--- src/rtl/data_mem_dma.sv ---
// Block-copy engine that drives the DataMem port: copies Length bytes from
// SrcAddr to DstAddr, one read cycle and one write cycle per byte.
module data_mem_dma #(
  parameter int AW = 8,
  parameter int DW = 8
) (
  input  logic          Clk,
  input  logic          Reset,
  input  logic          Start,
  input  logic [AW-1:0] SrcAddr,
  input  logic [AW-1:0] DstAddr,
  input  logic [AW-1:0] Length,
  output logic          MemReadEn,
  output logic          MemWriteEn,
  output logic [AW-1:0] MemAddress,
  output logic [DW-1:0] MemWrData,
  input  logic [DW-1:0] MemRdData,
  output logic          Busy,
  output logic          Done,
  output logic [AW-1:0] Remaining
);

  typedef enum logic [1:0] {
    S_IDLE,
    S_READ,
    S_WRITE,
    S_DONE
  } state_e;

  state_e        state_q, state_d;
  logic [AW-1:0] src_q, src_d;
  logic [AW-1:0] dst_q, dst_d;
  logic [AW-1:0] rem_q, rem_d;
  logic [DW-1:0] buf_q, buf_d;

  // NOTE: every register is assigned its current value first, so paths that
  // do not update it hold state instead of inferring a latch.
  always_comb begin
    state_d = state_q;
    src_d   = src_q;
    dst_d   = dst_q;
    rem_d   = rem_q;
    buf_d   = buf_q;
    unique case (state_q)
      S_IDLE: begin
        if (Start) begin
          src_d   = SrcAddr;
          dst_d   = DstAddr;
          rem_d   = Length;
          state_d = (Length != '0) ? S_READ : S_DONE;
        end
      end
      S_READ: begin
        buf_d   = MemRdData;
        state_d = S_WRITE;
      end
      S_WRITE: begin
        // Pointers wrap modulo 2^AW; the memory commits the byte on this edge.
        src_d   = src_q + AW'(1);
        dst_d   = dst_q + AW'(1);
        rem_d   = rem_q - AW'(1);
        state_d = (rem_q == AW'(1)) ? S_DONE : S_READ;
      end
      S_DONE:  state_d = S_IDLE;
      default: state_d = S_IDLE;
    endcase
  end

  // NOTE: sequential state uses non-blocking assignments so every register
  // samples its pre-edge value, independent of statement order.
  always_ff @(posedge Clk or negedge Reset) begin
    if (!Reset) begin
      state_q <= S_IDLE;
      src_q   <= '0;
      dst_q   <= '0;
      rem_q   <= '0;
      buf_q   <= '0;
    end else begin
      state_q <= state_d;
      src_q   <= src_d;
      dst_q   <= dst_d;
      rem_q   <= rem_d;
      buf_q   <= buf_d;
    end
  end

  // Outputs depend only on registered state, so an async reset clears them at once.
  always_comb begin
    MemReadEn  = 1'b0;
    MemWriteEn = 1'b0;
    MemAddress = '0;
    MemWrData  = '0;
    Busy       = 1'b0;
    Done       = 1'b0;
    unique case (state_q)
      S_READ: begin
        MemReadEn  = 1'b1;
        MemAddress = src_q;
        Busy       = 1'b1;
      end
      S_WRITE: begin
        MemWriteEn = 1'b1;
        MemAddress = dst_q;
        MemWrData  = buf_q;
        Busy       = 1'b1;
      end
      S_DONE:  Done = 1'b1;
      default: ;
    endcase
  end

  assign Remaining = rem_q;

endmodule

--- config.mk ---
export PLATFORM = sky130hd
export DESIGN_NAME = data_mem_dma
export DESIGN_NICKNAME = d
export VERILOG_FILES = /design/src/rtl/data_mem_dma.sv
export SDC_FILE = /design/constraint.sdc
export NUM_CORES = 1
export LEC_CHECK = 0
export ABC_AREA = 1
export ABC_CLOCK_PERIOD_IN_PS = 1870
export CAP_MARGIN = 20
export CORE_MARGIN = 2
export CORE_UTILIZATION = 48
export DETAILED_ROUTE_END_ITERATION = 12
export PLACE_DENSITY = 0.81
export SETUP_SLACK_MARGIN = 0.4
export SKIP_LAST_GASP = 1
export SYNTH_ARGS = -nofsm -noshare
export SYNTH_HDL_FRONTEND = slang
export SYNTH_SLANG_ARGS = --single-unit
--- constraint.sdc ---
create_clock -name Clk -period 1.87 [get_ports Clk]
set_clock_uncertainty 0.2 [all_clocks]
set_input_delay 0.374 -clock Clk [delete_from_list [all_inputs] [get_ports Clk]]
set_output_delay 0.374 -clock Clk [all_outputs]
set_load 0.02 [all_outputs]
==> metrics.md <==
| Metric | Value |
|---|---|
| Final wirelength | `9430 um` |
| Max-slew violation count | `0` |
| # clock sinks | `34` |
| Max Cap Viol | `0` |
| WP data arrival | `1.56 ns` |
| Met1 Use GR | `0.435` |
| Largest net degree at the start of global routing | `35` |
| Synthesized area | `0.00220 mm^2` |
| Site Rows | `24` |
| Cells after Synth | `333` |
| Wirelength per Cell | `18.8 um` |
| Netlist cell types | `23` |
| Area of the die | `0.00513 mm^2` |
| Clock root cell | `clkbuf_8` |
| Die Wd | `71.6 um` |
| Top FF cell, synth | `dfrtp_1` |
| DR vias/cell | `5.98` |
| CTS Buffer Depth | `2` |
| Post-place setup slack | `-0.371 ns` |
| TritonCTS clock tree | `done` |
| 1st-pass router iterations | `7` |
| Nets | `492` |
| Number of port buffers | `62` |
| Worst EP required | `1.30 ns` |
| Placed Area | `0.00335 mm^2` |
| Max VDD drop | `1230 uV` |
| Most used routing layer | `met2` |
| CTS Buf Count | `5` |
| Worst hold path type | `in -> async` |
| Fin crit share | `1.14` |
| Core Area | `0.00438 mm^2` |
| Synthesized flop and latch total | `34` |
| Post-synth top area cell | `dfrtp_1` |
| Gr ovfl total | `0` |
| Iter 0 DRT Violations | `488` |
| Critical Path Source Type | `flop` |
| Total GRT Usage | `0.341` |
| CTS H-Tree Depth | `2` |
| Multi-input combinational cell area | `0.00142 mm^2` |
| Final hold vios | `0` |
| Synthesis-to-finish area growth | `72.8%` |
| Worst Path Max Fanout | `8` |
| Worst Max-Slew Pin Slew | `0.284 ns` |
| LEAKAGE | `1.86 nW` |
| Gpl congestion | `0.892` |
| Share of post-route cells with drive strength above 1 | `0.353` |
| Synth top area share | `0.387` |
| Commonest cells post-synth | `124 x nand2_1, 36 x inv_1, 34 x dfrtp_1, 31 x nor2_1, 25 x nand3_1` |
| Design area | `0.00379 mm^2` |
| Endpoint class of the critical path | `output port` |
| Part of the Yosys area used for sequential elements | `0.387` |
| # setup viols final | `44` |
| FF/Latch Area | `851 um^2` |
| Most instantiated library cell after synthesis | `nand2_1` |
| # diodes | `0` |
| WHS | `0.221 ns` |
| Violated checks | `negative setup slack` |
| # hold bufs at CTS | `0` |
| Clk_lat worst skew | `0.30 ns` |
| Crit Path Category | `reg -> out` |
| Tmin final | `2.13 ns` |
| PD cells | `1770 mW/mm^2` |
| DP Wirelength | `4830 um` |
| Drt drc | `0` |
| Met3 track demand over resource | `0.0703` |
| Final setup margin | `-0.265 ns` |
| Outcome | `finished, violations left` |
| First-pass GRT wire length | `13400 um` |
| Syn_area_per_cell | `6.59 um^2` |
| Tot Pwr | `6.72 mW` |
| Fillers | `241` |
| Clock input transition at the sequential cells of the worst setup and hold paths | `0.08 ns` |
| FFs w/ async S/R, synth | `1.00` |
| Post-synth EDFFs | `0` |
| Met2 Use GR | `0.549` |
| Vias in the first global route | `2780` |
| Routed Antenna Nets | `0` |
| Cells taking the most area after synthesis | `dfrtp_1 39%, nand2_1 21%, inv_1 6.2%` |
| Warnings, synthesis | `0` |
| Net Count, Synth | `376` |
| Initial Util | `0.501` |
| Max frequency | `468 MHz` |
| I/O pins | `63` |
| Initial antenna violation count | `0` |
| Slew HR | `0.809` |
| Vias | `3004` |
| RSZ-0062 raised after global routing | `yes` |
| Die H | `71.6 um` |
## cells by family after synthesis
group / after synthesis / share of synthesized area
compound gates: 51 / 0.126
flops: 34 / 0.387
fa+ha+maj: 8 / 0.0456
buf+inv: 53 / 0.0986
simple gates: 187 / 0.342
## registers in the layout (all words and copies together), names as in the netlist
register and cells:
src_q 8, dst_q 8, buf_q 8, Remaining 8, state_q 2
## repair_timing
item / 4_1_cts / 5_1_grt
endpoints found under the hold margin: 0 / 0
setup endpoints to repair: 62 / 57
cloned: 3 / 0
setup buffers: 15 / 6
resized for setup: 163 / 24
pin swaps: 2 / 3
## report_power, final
group | switching (mW) | total (mW) | internal (mW) | leakage (nW)
sequential | 0.303 | 1.40 | 1.10 | 0.408
combinational | 2.66 | 4.71 | 2.04 | 1.40
clock | 0.311 | 0.607 | 0.296 | 0.0472
## through the flow
stage | setup TNS, ns | cells | util
3_5_place_dp | -7.75 | 470 | 0.763
6_report | -7.14 | 502 | 0.866
2_1_floorplan | -0.605 | 333 | -
4_1_cts | -2.95 | 496 | 0.832
5_1_grt | -8.72 | 502 | 0.866
3_3_place_gp | -6.87 | 470 | 0.763
## metal layers
layer	up-vias	routed length, um
met3	86	1000
met5	-	0
met4	0	618
met1	1386	3490
met2	249	4320
li1	1283	-
## placed cells by master, fill, tap and decap left out, types with 7 or more instances in the layout
master | netlist | routed
a21oi_4 | 0 | 10
nor2_1 | 31 | 27
buf_6 | 0 | 17
nand2_1 | 124 | 112
a21oi_2 | 0 | 7
inv_1 | 36 | 25
o21ai_0 | 21 | 13
nand2_2 | 0 | 12
buf_2 | 8 | 11
o21ai_1 | 1 | 7
dfrtp_1 | 34 | 34
buf_4 | 2 | 48
clkdlybuf4s50_1 | 0 | 34
nand3_1 | 25 | 21
inv_2 | 2 | 10
## cell type report
cell class | instances | area share
clock inverter | 2 | 0.00330
multi-input combinational | 246 | 0.374
tap | 52 | 0.0171
sequential | 34 | 0.224
clock buffer | 6 | 0.0218
timing repair inverter | 1 | 0.00297
inverter | 39 | 0.0455
timing repair buffer | 122 | 0.312
## worst paths after layout
kind / from / end / slack, ns / cells after the start
max: state_q[0] / MemAddress[6] / -0.26 / 6
min: Reset / Remaining[0] / 0.22 / 2
max reg2reg: state_q[0] / Remaining[6] / -0.22 / 13
min reg2reg: buf_q[3] / buf_q[3] / 0.30 / 2
max in group asynchronous: Reset / Remaining[4] / 1.05 / 2
min in group Clk: buf_q[3] / buf_q[3] / 0.30 / 2
## critical path: stages, from the launching register on
cell and delay [ns]:
dfrtp_1 0.37, inv_2 0.08, ha_4 0.29, clkinvlp_4 0.10
buf_12 0.16, a21oi_4 0.12, buf_6 0.13
No activity file was read; power rests on OpenSTA's default activity.
==> RTL change: new RTL, config.mk and constraints unchanged <==
Reset style: synchronous (`Reset`), changed in one clocked block. Comments in the files are not updated.
--- a/src/rtl/data_mem_dma.sv
+++ b/src/rtl/data_mem_dma.sv
@@ -69,5 +69,5 @@
   // NOTE: sequential state uses non-blocking assignments so every register
   // samples its pre-edge value, independent of statement order.
-  always_ff @(posedge Clk or negedge Reset) begin
+  always_ff @(posedge Clk) begin
     if (!Reset) begin
       state_q <= S_IDLE;
Behaviour: differs if Reset is asserted again (counterexample within 4 cycles, from zero or initial values and one cycle with Reset low); with Reset held inactive, the same outputs for 10 cycles.
==> RTL change against the original RTL <==
Routed wire length down 25%. Synthesized cell count shrank 0.30%. Count of clock-buffer cells in the layout grew 1. Area after synthesis decreased by 2.7%. Sequential cell count unchanged. Via count shrank 12%. The flow still finishes with violations (setup timing). Critical path depth unchanged. Cell count decreased by 4.0%. Design area is 8.1% lower. Setup slack improved by 25 ps. Critical path type unchanged.
Power is not compared: it rests on default switching activity, and its combinational part moved more than twofold at a synthesized area within 25%.
==> RTL change: results (changes against the original RTL) <==
syn_nets: 375  # -0.27%
relSlewSlack_pct: 64.7  # -16 points
setup_ws_ps: -240  # +24.5 ps
num-fill-cells: 292  # +21%
ys_types: 32  # +39%
finalSetupViolCount: 33  # -25%
place_congestion: 0.872  # -2.3%
dp.cells: 459  # -2.3%
met1_usage_pct: 32.7  # -11 points
cp.arrival_ps: 1540  # -20 ps
grt_use_met3_pct: 5.98  # -1.0 points
whs_ps: 290  # +69.1 ps
nClkBuffers: 7  # +1
wl_met3_um: 582  # -42%
reg2reg_depth: 10  # -3
post_cts_buffers: 6  # -9
failed_checks: "setup timing"
grt_start_max_net_pins: 23  # -34%
inverters: 34  # -15%
nets: 472  # -4.1%
grt_pass1_wl_mm: 10.7  # -20%
synth_area_leaders: "dfxtp_1, nand2_1, nor2_1, o21ai_0, a21oi_1"
r2r-start: "state_q[1]"
outcome: "finished, violations left"
num-multi-input-gates: 248  # +0.81%
clkCellAreaFrac_pct: 2.62  # +0.11 points
hold_path_class: "flip-flop to flip-flop"
cp_slowest_cell: "dfxtp_2"
first_pass_iters: 6  # -1
grtUsageTotal_pct: 26.9  # -7.2 points
wl_met2_mm: 3.39  # -22%
drtIter0Drc: 202  # -59%
use_met2_pct: 46.6  # -8.3 points
synth_common_cells: "nand2_1, nor2_1, o21ai_0, dfxtp_1, inv_1"
reg2reg_slack_ps: -80  # +140 ps
==> RTL change: cell types whose count changed in the layout (fill, tap and decap cells not counted), moves of 7 or more <==
cell | before | now
o21ai_0 | 13 | 29
buf_4 | 48 | 28
buf_6 | 17 | 25
nand2_1 | 112 | 61
a21oi_1 | 2 | 16
dfxtp_2 | 0 | 10
dfxtp_1 | 0 | 24
dfrtp_1 | 34 | 0
nand3_1 | 21 | 11
a31oi_1 | 0 | 7
nor2_1 | 27 | 51
==> RTL change: cell families (layout without fill, tap and decap cells) <==
logic type	Yosys count	in the layout	synth area share, %
buffers and inverters	50	148	11.8
AO/OA/AOI/OAI	81	81	21.1
flip-flops	34	34	31.8
AND/OR/NAND/NOR	159	159	30.6
adder cells (fa/ha/maj)	8	8	4.68
==> RTL change: how the worst max path moves through the flow <==
stage | startpoint | end | slack [ps] | depth (start not counted)
final | state_q[0] | MemAddress[3] | -240 | 6
after global routing | state_q[0] | MemAddress[3] | -280 | 6
after CTS | state_q[1] | MemAddress[3] | -200 | 6
after detailed placement | state_q[0] | MemAddress[3] | -340 | 6
after global placement | state_q[0] | MemAddress[7] | -310 | 6
after floorplan | state_q[1] | MemAddress[0] | 10 | 4
==> RTL change: tightest hold or removal path, cell delays in order, from the launching register on <==
cell and delay, ps:
dfxtp_1 330, inv_1 60, a21oi_1 60
==> RTL change: per-stage QoR <==
step / TNS (ps) / worst slack (ps) / utilization (%) / total power [mW] / cell area (um^2)
6_report: -4140 / -240 / 80.7 / 3.89 / 3490
5_1_grt: -6150 / -282 / 80.7 / 4.11 / 3490
4_1_cts: -2800 / -205 / 76.9 / 3.63 / 3330
3_5_place_dp: -9450 / -337 / 72.9 / 2.99 / 3150
3_3_place_gp: -8130 / -307 / 72.9 / 2.94 / 3150
2_1_floorplan: 0 / 12.5 / - / 2.36 / 2370
